### config.mk
export PLATFORM = sky130hd
export DESIGN_NAME = mr_ldst_pipe
export DESIGN_NICKNAME = d
export VERILOG_FILES = /design/src/rtl/mr_ldst_pipe.sv
export SDC_FILE = /design/constraint.sdc
export NUM_CORES = 1
export LEC_CHECK = 0
export CORE_ASPECT_RATIO = 0.5
export CORE_MARGIN = 3
export CORE_UTILIZATION = 49
export DETAILED_ROUTE_END_ITERATION = 6
export GPL_TIMING_DRIVEN = 1
export PLACE_DENSITY = 0.92
export RECOVER_POWER = 50
export SETUP_SLACK_MARGIN = 0.4
export SYNTH_ARGS = -nofsm -noshare
export SYNTH_HDL_FRONTEND = slang
export SYNTH_SLANG_ARGS = --single-unit
### constraint.sdc
create_clock -name clk -period 4.6 [get_ports clk]
set_input_delay 0.92 -clock clk [delete_from_list [all_inputs] [get_ports clk]]
set_output_delay 0.92 -clock clk [all_outputs]
set_load 0.05 [all_outputs]
### src/rtl/mr_ldst_pipe.sv
// mr_ldst_pipe: load/store unit issuing pipelined Wishbone requests, with an
// in-order metadata FIFO, misalignment traps and an error-abort drain.
module mr_ldst_pipe #(
  parameter int XLEN = 32,
  parameter int DEPTH = 4,
  parameter int INSTID_BITS = 4,
  parameter int REGSEL_BITS = 5,
  localparam int GRAN = $clog2(XLEN / 8),
  localparam int SZW = $clog2(GRAN + 1),
  localparam int BW = XLEN / 8
) (
  input  logic                   clk,
  input  logic                   rst,
  input  logic                   ex_valid_i,
  output logic                   ex_ready_o,
  input  logic [1:0]             ex_op_i,
  input  logic [SZW-1:0]         ex_size_i,
  input  logic                   ex_signed_i,
  input  logic [XLEN-1:0]        ex_addr_i,
  input  logic [XLEN-1:0]        ex_payload_i,
  input  logic [REGSEL_BITS-1:0] ex_dst_reg_i,
  input  logic [INSTID_BITS-1:0] ex_instid_i,
  output logic                   wb_valid_o,
  output logic [INSTID_BITS-1:0] wb_instid_o,
  output logic [REGSEL_BITS-1:0] wb_dst_reg_o,
  output logic [XLEN-1:0]        wb_data_o,
  output logic                   wb_fault_o,
  output logic [1:0]             wb_cause_o,
  output logic [XLEN-GRAN-1:0]   addr_o,
  output logic                   we_o,
  output logic [BW-1:0]          sel_o,
  output logic [XLEN-1:0]        dat_o,
  output logic                   stb_o,
  output logic                   cyc_o,
  input  logic                   ack_i,
  input  logic                   err_i,
  input  logic                   stall_i,
  input  logic [XLEN-1:0]        dat_i
);

  localparam int PW = (DEPTH > 1) ? $clog2(DEPTH) : 1;
  localparam int CW = $clog2(DEPTH + 1);
  localparam int LW = $clog2(XLEN);

  logic [CW-1:0] count;
  logic          abort;
  logic          stb;
  logic [PW-1:0] wr_ptr;
  logic [PW-1:0] rd_ptr;

  logic [INSTID_BITS-1:0] f_id   [DEPTH];
  logic [REGSEL_BITS-1:0] f_dst  [DEPTH];
  logic [SZW-1:0]         f_size [DEPTH];
  logic [GRAN-1:0]        f_off  [DEPTH];
  logic                   f_sgn  [DEPTH];
  logic                   f_st   [DEPTH];

  logic            mem_op;
  logic            misal;
  logic            fast;
  logic [GRAN-1:0] off;
  logic [GRAN-1:0] lane_m;
  logic            cyc;
  logic            ack_v;
  logic            err_v;
  logic            drain;
  logic            pop;
  logic            ready;
  logic            acc;
  logic            push;
  logic            fast_acc;
  logic [BW-1:0]   sel_c;
  logic [XLEN-1:0] dat_c;

  logic [GRAN-1:0] h_off;
  logic [SZW-1:0]  h_size;
  logic [XLEN-1:0] shifted;
  logic [XLEN-1:0] mask;
  logic [LW-1:0]   sidx;
  logic            sgn;
  logic [XLEN-1:0] ld;

  function automatic logic [PW-1:0] nxt(input logic [PW-1:0] p);
    return (p == PW'(DEPTH - 1)) ? '0 : p + 1'b1;
  endfunction

  assign mem_op = (ex_op_i == 2'd1) || (ex_op_i == 2'd2);
  assign off    = ex_addr_i[GRAN-1:0];
  assign lane_m = GRAN'((32'd1 << ex_size_i) - 32'd1);
  assign misal  = mem_op && ((off & lane_m) != '0);
  assign fast   = !mem_op || misal;

  // An abort hides the bus: cyc drops and late ack/err are ignored.
  assign cyc   = !abort && (stb || (count != '0));
  assign err_v = err_i && cyc && (count != '0);
  assign ack_v = ack_i && !err_i && cyc && (count != '0);
  assign drain = abort && (count != '0);
  assign pop   = ack_v || err_v || drain;

  always_comb begin
    ready = 1'b0;
    if (!rst && !abort && !err_v) begin
      if (fast)
        ready = (count == '0) && !stb;
      else
        ready = (count < CW'(DEPTH)) && (!stb || !stall_i);
    end
  end

  assign acc      = ex_valid_i && ready;
  assign push     = acc && !fast;
  assign fast_acc = acc && fast;

  assign sel_c = BW'(((32'd1 << (32'd1 << ex_size_i)) - 32'd1) << off);

  always_comb begin
    dat_c = '0;
    for (int i = 0; i < BW; i++)
      dat_c[i*8 +: 8] = ex_payload_i[{GRAN'(i) & lane_m, 3'b000} +: 8];
  end

  assign h_off   = f_off[rd_ptr];
  assign h_size  = f_size[rd_ptr];
  assign shifted = dat_i >> {h_off, 3'b000};
  assign sidx    = LW'((32'd8 << h_size) - 32'd1);
  assign mask    = (h_size >= SZW'(GRAN)) ? {XLEN{1'b1}}
                 : XLEN'((64'd1 << (32'd8 << h_size)) - 64'd1);
  assign sgn     = f_sgn[rd_ptr] && shifted[sidx];
  assign ld      = (shifted & mask) | (sgn ? ~mask : '0);

  always_ff @(posedge clk) begin
    if (push) begin
      f_id[wr_ptr]   <= ex_instid_i;
      f_dst[wr_ptr]  <= ex_dst_reg_i;
      f_size[wr_ptr] <= ex_size_i;
      f_off[wr_ptr]  <= off;
      f_sgn[wr_ptr]  <= ex_signed_i;
      f_st[wr_ptr]   <= (ex_op_i == 2'd2);
    end
  end

  always_ff @(posedge clk or posedge rst) begin
    if (rst) begin
      count  <= '0;
      abort  <= 1'b0;
      stb    <= 1'b0;
      wr_ptr <= '0;
      rd_ptr <= '0;
      addr_o <= '0;
      we_o   <= 1'b0;
      sel_o  <= '0;
      dat_o  <= '0;
    end else begin
      count <= count + CW'(push) - CW'(pop);
      if (push)
        wr_ptr <= nxt(wr_ptr);
      if (pop)
        rd_ptr <= nxt(rd_ptr);
      if (err_v)
        abort <= 1'b1;
      else if (abort && (count == '0))
        abort <= 1'b0;
      if (push) begin
        stb    <= 1'b1;
        addr_o <= ex_addr_i[XLEN-1:GRAN];
        we_o   <= (ex_op_i == 2'd2);
        sel_o  <= sel_c;
        dat_o  <= dat_c;
      end else if (err_v || !stall_i) begin
        stb <= 1'b0;
      end
    end
  end

  always_ff @(posedge clk or posedge rst) begin
    if (rst) begin
      wb_valid_o   <= 1'b0;
      wb_instid_o  <= '0;
      wb_dst_reg_o <= '0;
      wb_data_o    <= '0;
      wb_fault_o   <= 1'b0;
      wb_cause_o   <= 2'd0;
    end else begin
      wb_valid_o <= fast_acc || pop;
      if (fast_acc) begin
        wb_instid_o  <= ex_instid_i;
        wb_dst_reg_o <= ex_dst_reg_i;
        wb_data_o    <= ex_addr_i;
        wb_fault_o   <= misal;
        wb_cause_o   <= misal ? 2'd1 : 2'd0;
      end else if (pop) begin
        wb_instid_o  <= f_id[rd_ptr];
        wb_dst_reg_o <= f_dst[rd_ptr];
        unique case (1'b1)
          ack_v: begin
            wb_data_o  <= f_st[rd_ptr] ? '0 : ld;
            wb_fault_o <= 1'b0;
            wb_cause_o <= 2'd0;
          end
          err_v: begin
            wb_data_o  <= '0;
            wb_fault_o <= 1'b1;
            wb_cause_o <= 2'd2;
          end
          default: begin
            wb_data_o  <= '0;
            wb_fault_o <= 1'b1;
            wb_cause_o <= 2'd3;
          end
        endcase
      end
    end
  end

  assign stb_o      = stb;
  assign cyc_o      = cyc;
  assign ex_ready_o = ready;

  ack_without_request: assert property (
    @(posedge clk) disable iff (rst) !(ack_i && (count == '0)));
  illegal_op: assert property (
    @(posedge clk) disable iff (rst) !(ex_valid_i && (ex_op_i == 2'd3)));

endmodule

==> results.yml, run 1 <==
route:
  drc: 0
  vias: 7078
  wl_per_cell_um: 20.6
  first_pass_iters: 7
  dr.first_iter.drc_count: 613
  routed_wl_um: 25400
  antenna_left: 0
  avgViaCountPerCell: 5.74
floorplan:
  ios: 231
  die_h_um: 99.7
  row_count: 33
  die_x_um: 193
  start_util_pct: 51.2
  core_area_um2: 16800
  die_area_um2: 19300
critical_path:
  required_ns: 4.96
  slowest_stage: "dlygate4sd3_1"
  critPathBufInv: 4
  critical_path.max_stage_delay_ns: 0.61
  crit_fanout: 5
  cpLargestDelayFamily: "adder cells"
  crit_path_start_kind: "input port"
  worstPathArrival_ns: 4.46
  setup.worst_path.class: "in -> reg"
  reg2reg_slack_ns: 1.11
  cp-end-kind: "register"
  crit_chain: "dlygate4sd3_1 -> nand2b_2 -> ha_4 -> nand2b_4 -> a311o_1 -> a2111oi_4 -> and2b_2 -> inv_2 -> ha_4 -> inv_2 -> ha_4 -> inv_2 -> fa_2 -> xnor2_2 -> xnor2_1"
yosys:
  syn_nets: 905
  ys_seq_area_share_pct: 56.1
  synthCells: 775
  netlist.area_leader.share_pct: 35.2
  synth_common_cells: "187 x nand2_1, 121 x dfrtp_1, 60 x edfxtp_1"
  netlist_area_um2: 8610
  yosysUniqueCellTypes: 61
  synth_top_cell_by_area: "dfrtp_1"
  synth_most_common_cell: "nand2_1"
  ys.flop_type: "dfrtp_1"
  avgSynthCellArea_um2: 11.1
  synth-seq-cells: 181
  synth_edf_count: 60
  synth_top_cells_by_area: "dfrtp_1 35%, edfxtp_1 21%, nand2_1 8.2%, mux2i_1 4.9%, mux4_2 4.2%"
  ys_async_sr_fraction_pct: 66.9
  ys_warn_count: 0
cts:
  numCtsBuffers: 17
  cts_hold_buf: 0
  cts_buffer_depth: 2
  clock_sinks: 181
  cts_htree_levels: 4
  root_buffer: "clkbuf_16"
  cts_tree: "built"
  path_clk_slew_ns: 0.08
  clk_latency_ns: 0.44
timing:
  setup_viol: 0
  final.min_clock_period_ns: 4.10
  max_slew_margin_pct: -32.6
  finalHoldViolCount: 0
  worstMarginPinSlew_ns: 1.99
  fin_skew_ns: 0.0179
  slew_viol_final: 78
  fin_crit_sh_pct: 89.1
  fin_setup_tns_ns: 0
  fmax_mhz: 244
  grt_setup_unrepaired: "no"
global_route:
  grt_max_degree: 96
  gr-total-overflow: 0
  antenna_found_initial: 1
  grt.total_usage_pct: 26.2
  grt_pass1_vias: 7228
  grt_pass1_wl_um: 39700
power_and_ir_drop:
  vdd_drop_max_mv: 0.381
  swShare_pct: 43.4
  p_int_mw: 3.81
  powerDensity_nw_per_um2: 573
  net-switching-power_mw: 2.92
  sequentialPowerShare_pct: 32.1
  p_leak_nw: 5.10
  p_clk_share_pct: 22.7
  combPwrFrac_pct: 45.1
place:
  place_area_um2: 11200
  port_buffers: 230
  gp_congestion: 0.838
  dp.cells: 1200
  post-dp-hpwl_um: 17900
final_layout:
  layout.nets: 1123
  finalNonFillerCells: 1234
  nFillCells: 1166
  fin_area_um2: 11800
  drive_above_1_share_pct: 11.1
  area_growth_syn_to_layout_pct: 36.6
flow_run:
  cap_violations: 2
worst_hold_path:
  hp-class: "reg -> reg"
status:
  violations: "capacitance limit, slew limit"
  status: "complete, but fails checks"
## tightest hold or removal path: stages (launching register included)
cell     delay [ns]
dfrtp_1        0.34
nand2_1        0.05
nand2_1        0.05
## power by group through the flow
stage          combinational [mW]  clock [mW]  sequential, mW
3_5_place_dp                 3.07           0            2.20
6_report                     3.04        1.53            2.16
4_1_cts                      3.08        1.55            2.17
3_3_place_gp                 2.98           0            2.18
5_1_grt                      3.20        1.61            2.20
2_1_floorplan                1.25           0            3.02
## timing repair
action	in CTS	in global routing
setup endpoints to repair	0	1
gates resized for setup	0	2
setup buffers	0	1
## final timing paths
| kind | start | to | cells after the start |
|---|---|---|---|
| min | addr_o[10] | addr_o[10] | 2 |
| min reg2reg | addr_o[10] | addr_o[10] | 2 |
| max reg2reg | rd_ptr[0] | wb_data_o[19] | 7 |
| max | ex_size_i[1] | count[2] | 15 |
| max in group asynchronous | rst | dat_o[8] | 3 |
| min in group asynchronous | rst | we_o | 2 |
## cells in the final DEF (no fill, tap or decap), types with 10 or more instances in the layout
cell	netlist	final
ha_1	13	10
mux4_2	16	16
inv_1	14	11
dlygate4sd3_1	0	70
buf_4	6	13
mux2_2	21	21
nor2_1	36	36
a21oi_1	47	47
clkdlybuf4s50_1	0	158
dfrtp_1	121	121
nand2_1	187	187
clkbuf_16	0	17
o21ai_0	59	59
edfxtp_1	60	60
mux2i_1	42	42
and3_1	10	10
## routing by layer
metal	vias up	part of all wire (%)	GRT usage [%]
met5	-	0	0
met4	0	2.5	9.22
met3	62	7.3	5.31
met2	368	49	45.6
met1	3459	41	33.3
li1	3189	-	-
## kinds of logic after synthesis
logic type                 synth area share, %
muxes                                     12.1
buffers and inverters                     4.01
adders and majority gates                 2.12
xor gates and xnor gates                 0.305
AOI/OAI and AO/OA                         12.5
DFF                                       56.1
and+or+nand+nor                           12.9
## flip-flops by register name (all words and copies together), names as in the netlist, 5 cells and up
signal,flops
addr_o,30
f_id,16
wb_dst_reg_o,5
f_off,8
dat_o,32
f_size,8
f_dst,20
wb_data_o,32
## layout make-up
| type | count | area [um2] | area share (%) |
|---|---|---|---|
| sequential | 181 | 4830 | 41.1 |
| multi-input combinational | 528 | 3500 | 29.8 |
| timing repair buffer | 249 | 2450 | 20.8 |
| clock buffer | 17 | 425 | 3.62 |
| tap | 227 | 284 | 2.42 |
| clock inverter | 15 | 201 | 1.71 |
| inverter | 16 | 62.6 | 0.532 |
| antenna | 1 | 2.50 | 0.0213 |
## through the flow
step | power [mW] | utilization (%) | worst slack, ns | hold WS [ns]
after floorplan | 4.27 | - | 0.385 | 0.496
after global placement | 5.17 | 66.4 | 0.285 | 0.457
after detailed placement | 5.27 | 66.4 | 0.0921 | 0.462
after CTS | 6.80 | 70.1 | 0.512 | 0.481
after global routing | 7.01 | 70.0 | 0.294 | 0.501
final | 6.73 | 70.0 | 0.502 | 0.472
Power figures use the tool's default switching activity.
==> run 2: changes to the inputs <==
--- a/config.mk
+++ b/config.mk
@@ -5,12 +5,13 @@
 export SDC_FILE = /design/constraint.sdc
 export NUM_CORES = 1
 export LEC_CHECK = 0
+export CAP_MARGIN = 25
 export CORE_ASPECT_RATIO = 0.5
 export CORE_MARGIN = 3
 export CORE_UTILIZATION = 49
 export DETAILED_ROUTE_END_ITERATION = 6
 export GPL_TIMING_DRIVEN = 1
-export PLACE_DENSITY = 0.92
+export PLACE_DENSITY_LB_ADDON = 0.25
 export RECOVER_POWER = 50
 export SETUP_SLACK_MARGIN = 0.4
 export SYNTH_ARGS = -nofsm -noshare
==> results.yml, run 2 (synthesis gave the netlist of run 1 again) <==
status:
  status: "complete, but fails checks"
  violations: "capacitance limit, slew limit"
power_and_ir_drop:
  total_power_mw: 6.63
  p_int_mw: 3.76
  powerDensity_nw_per_um2: 565
  combPwrFrac_pct: 45.2
  p_clk_share_pct: 22.1
  net-switching-power_mw: 2.88
  p_leak_nw: 5.09
  sequentialPowerShare_pct: 32.8
  swShare_pct: 43.4
  vdd_drop_max_mv: 0.330
cts:
  clk_latency_ns: 0.43
  cts_tree: "built"
  clock_sinks: 181
  cts_buffer_depth: 2
  post_cts_resized: 0
  cts_setup_buffers: 0
  root_buffer: "clkbuf_16"
  cts_htree_levels: 4
  numCtsBuffers: 17
  path_clk_slew_ns: 0.07
  cts_hold_buf: 0
critical_path:
  cp-end-kind: "register"
  critical_path.max_stage_delay_ns: 0.63
  required_ns: 4.94
  setup.worst_path.class: "in -> reg"
  slowest_stage: "dlygate4sd3_1"
  crit_fanout: 9
  crit_chain: "dlygate4sd3_1 -> or2_4 -> ha_4 -> nand2b_4 -> a311o_1 -> a2111oi_4 -> and2b_2 -> inv_2 -> ha_4 -> inv_2 -> ha_4 -> inv_2 -> fa_2 -> xnor2_2 -> xnor2_1"
  crit_path_start_kind: "input port"
  cpLargestDelayFamily: "adder cells"
  critPathBufInv: 4
  worstPathArrival_ns: 4.49
floorplan:
  die_h_um: 99.7
  core_area_um2: 16800
  die_x_um: 193
  row_count: 33
  start_util_pct: 51.2
  die_area_um2: 19300
  ios: 231
place:
  gp_congestion: 0.883
  post-dp-hpwl_um: 17700
  port_buffers: 230
timing:
  fin_crit_sh_pct: 90.2
  fin_setup_tns_ns: 0
  max_slew_margin_pct: -31.8
  fin_skew_ns: 0.0182
  finalHoldViolCount: 0
  slew_viol_final: 46
  final.min_clock_period_ns: 4.15
  worstMarginPinSlew_ns: 1.97
  grt_setup_unrepaired: "no"
  setup_viol: 0
  fmax_mhz: 241
global_route:
  antenna_found_initial: 0
  grt_pass1_wl_um: 39400
  grt_max_degree: 57
  grt_pass1_vias: 6950
  grt.total_usage_pct: 26.0
  gr-total-overflow: 0
route:
  first_pass_iters: 5
  routed_wl_um: 24700
  drc: 0
  wl_per_cell_um: 19.9
  avgViaCountPerCell: 5.62
  antenna_left: 0
  dr.first_iter.drc_count: 502
  vias: 6957
final_layout:
  nFillCells: 1241
  final-seq-area_um2: 4830
  reg_top3: "dat_o (32), wb_data_o (32), addr_o (30)"
  final_cell_mix: "187 x nand2_1, 158 x clkdlybuf4s50_1, 121 x dfrtp_1"
  drive_above_1_share_pct: 11.6
  area_growth_syn_to_layout_pct: 36.5
  final_common_cell: "nand2_1"
  multi_input_area_um2: 3500
  antenna_cells: 0
  layout.nets: 1129
worst_hold_path:
  hp-class: "reg -> reg"
flow_run:
  cap_violations: 1
[run 2: cell types whose count changed in the layout (fill, tap and decap cells not counted), sizes merged, moves of 2 or more]
cell	delta
inv	-2
clkbuf	+2
clkinvlp	+2
buf	+4
[run 2: area by class of cell]
type | count | share of cell area (%)
tap | 227 | 2.42
timing repair buffer | 255 | 21.1
multi-input combinational | 528 | 29.8
clock inverter | 15 | 1.48
clock buffer | 17 | 3.62
sequential | 181 | 41.1
inverter | 16 | 0.522
[run 2: metal layers]
| metal | track usage [%] | part of all wire [%] | up-vias |
|---|---|---|---|
| met5 | 0 | 0 | - |
| li1 | - | - | 3192 |
| met4 | 5.33 | 1.1 | 0 |
| met1 | 35.9 | 44 | 3482 |
| met2 | 42.8 | 48 | 259 |
| met3 | 6.19 | 6.8 | 24 |
[run 2: worst paths after layout]
| check | start | end | slack (ns) | depth (start not counted) |
|---|---|---|---|---|
| max | ex_size_i[0] | count[2] | 0.45 | 15 |
| min | addr_o[13] | addr_o[13] | 0.47 | 2 |
| max reg2reg | rd_ptr[0] | wb_data_o[20] | 1.09 | 7 |
| min reg2reg | addr_o[13] | addr_o[13] | 0.47 | 2 |
| max in group asynchronous | rst | wb_data_o[7] | 0.91 | 4 |
| min in group asynchronous | rst | dat_o[30] | 1.48 | 2 |
[run 2: worst min-delay path, cell delays in order, from the launching register on]
cell     delay (ns)
dfrtp_1        0.34
nand2_1        0.05
nand2_1        0.06
[run 2: per-stage QoR]
stage	setup slack, ns	instances	utilization [%]	instance area [um2]	hold slack [ns]
2_1_floorplan	0.385	775	-	8690	0.496
3_3_place_gp	0.282	1206	66.5	11200	0.458
3_5_place_dp	0.137	1207	66.7	11200	0.465
4_1_cts	0.558	1239	70.2	11800	0.484
5_1_grt	0.340	1239	69.9	11800	0.497
6_report	0.450	1239	69.9	11800	0.473
[run 2: power by group through the flow]
stage                     clock (mW)  combinational (mW)  sequential [mW]
after CTS                       1.49                3.06             2.18
after floorplan                    0                1.25             3.02
after detailed placement           0                3.04             2.21
after global routing            1.55                3.20             2.22
final                           1.46                3.00             2.17
after global placement             0                2.98             2.19
==> run 3: changes to the inputs <==
--- a/config.mk
+++ b/config.mk
@@ -11,7 +11,7 @@
 export CORE_UTILIZATION = 49
 export DETAILED_ROUTE_END_ITERATION = 6
 export GPL_TIMING_DRIVEN = 1
-export PLACE_DENSITY_LB_ADDON = 0.25
+export PLACE_DENSITY = 0.81
 export RECOVER_POWER = 50
 export SETUP_SLACK_MARGIN = 0.4
 export SYNTH_ARGS = -nofsm -noshare
==> results.yml, run 3 (synthesis gave the netlist of run 1 again) <==
place:
  port_buffers: 230
  post-dp-hpwl_um: 17700
  place_area_um2: 11200
  gp_congestion: 0.900
floorplan:
  core_area_um2: 16800
  ios: 231
  row_count: 33
  start_util_pct: 51.2
  die_area_um2: 19300
  die_h_um: 99.7
  die_x_um: 193
timing:
  final.min_clock_period_ns: 4.15
  fin_setup_tns_ns: 0
  fmax_mhz: 241
  fin_skew_ns: 0.0165
  setup_viol: 0
  grt_setup_unrepaired: "no"
  finalHoldViolCount: 0
  worstMarginPinSlew_ns: 2.74
  max_slew_margin_pct: -82.9
  slew_viol_final: 70
  fin_crit_sh_pct: 90.2
critical_path:
  crit_path_start_kind: "input port"
  required_ns: 4.91
  critPathBufInv: 4
  cp-end-kind: "register"
  reg2reg_slack_ns: 1.25
  setup.worst_path.class: "in -> reg"
  r2r-end: "wb_data_o[20]"
  reg2reg_depth: 7
  worstPathArrival_ns: 4.46
  critical_path.max_stage_delay_ns: 0.61
  slowest_stage: "dlygate4sd3_1"
  crit_chain: "dlygate4sd3_1 -> or2_4 -> ha_4 -> nand2b_4 -> a311o_1 -> a2111oi_4 -> and2b_4 -> inv_2 -> ha_4 -> inv_2 -> ha_4 -> inv_2 -> fa_2 -> xnor2_2 -> xnor2_1"
  cpLargestDelayFamily: "adder cells"
  crit_fanout: 9
  crit_end: "count[2]"
  reg2reg_from: "rd_ptr[0]"
  worstSetupPathDepth: 15
  crit_path_start: "ex_size_i[1]"
final_layout:
  nFillCells: 1192
  antenna_cells: 0
  final_common_cell: "nand2_1"
  final_cell_mix: "187 x nand2_1, 158 x clkdlybuf4s50_1, 121 x dfrtp_1"
  area_growth_syn_to_layout_pct: 36.4
  reg_top3: "dat_o (32), wb_data_o (32), addr_o (30)"
  fin_area_um2: 11700
  drive_above_1_share_pct: 11.2
  layout.nets: 1127
route:
  first_pass_iters: 5
  antenna_left: 0
  dr.first_iter.drc_count: 549
  routed_wl_um: 25300
  avgViaCountPerCell: 5.67
  drc: 0
  wl_per_cell_um: 20.4
  vias: 7018
cts:
  clk_latency_ns: 0.43
  cts_buffer_depth: 2
  cts_htree_levels: 4
  clock_sinks: 181
  root_buffer: "clkbuf_16"
  numCtsBuffers: 17
  cts_tree: "built"
  cts_hold_buf: 0
  path_clk_slew_ns: 0.07
global_route:
  gr-total-overflow: 0
  grt.total_usage_pct: 26.2
  grt_pass1_wl_um: 39900
  grt_pass1_vias: 7056
  antenna_found_initial: 0
  grt_max_degree: 96
power_and_ir_drop:
  powerDensity_nw_per_um2: 568
  vdd_drop_max_mv: 0.370
  p_leak_nw: 5.10
worst_hold_path:
  hp-class: "reg -> reg"
flow_run:
  cap_violations: 1
status:
  violations: "capacitance limit, slew limit"
  status: "complete, but fails checks"
## run 3: metrics by stage
step,utilization [%],worst slack (ns),power [mW],std cells,hold slack (ns)
CTS,70.1,0.414,6.74,1236,0.479
detailed placement,66.5,0.00870,5.26,1204,0.461
finish,69.9,0.452,6.67,1237,0.469
global route,69.9,0.219,6.97,1237,0.490
floorplan,-,0.385,4.27,775,0.496
global placement,66.5,0.153,5.19,1204,0.459
## run 3: power breakdown
part           switching (mW)  internal (mW)  total, mW  leakage [nW]
sequential              0.216           1.95       2.17          2.14
combinational            1.96           1.07       3.03          2.68
clock                   0.725          0.741       1.47         0.292
total                    2.91           3.76       6.67          5.10
## run 3: worst reg2reg max path, delay by kind of cell, from the launching register on
family / cells / cell delay (ns)
simple gates: 2 / 0.87
mux: 1 / 0.68
buf+inv: 1 / 0.19
flops: 1 / 0.66
fa+ha+maj: 1 / 0.23
compound gates: 2 / 0.60
## run 3: routing by layer
layer | part of all wire (%) | global-route usage, % | vias up
li1 | - | - | 3196
met1 | 43 | 35.2 | 3460
met2 | 49 | 44.0 | 321
met3 | 7.1 | 5.72 | 41
met4 | 1.6 | 7.11 | 0
met5 | 0 | 0 | -
## run 3: cell type report
type                       count  area [um2]  area share, %
inverter                      16        60.1          0.511
timing repair buffer         253        2470           21.1
tap                          227         284           2.42
sequential                   181        4830           41.1
clock buffer                  18         429           3.65
multi-input combinational    528        3500           29.8
clock inverter                14         170           1.45
## run 3: worst min-delay path by stage
| stage | startpoint | end | slack, ns | cells past startpoint |
|---|---|---|---|---|
| floorplan | count[1] | count[2] | 0.50 | 1 |
| global placement | addr_o[5] | addr_o[5] | 0.46 | 2 |
| detailed placement | addr_o[13] | addr_o[13] | 0.46 | 2 |
| CTS | addr_o[13] | addr_o[13] | 0.48 | 2 |
| global route | addr_o[13] | addr_o[13] | 0.49 | 2 |
| finish | addr_o[13] | addr_o[13] | 0.47 | 2 |
## run 3: what timing repair did
item | CTS | global route
resized for setup | 0 | 1
buffers inserted | 0 | 1
hold endpoints to repair | 0 | 0
endpoints found under the setup margin | 0 | 2
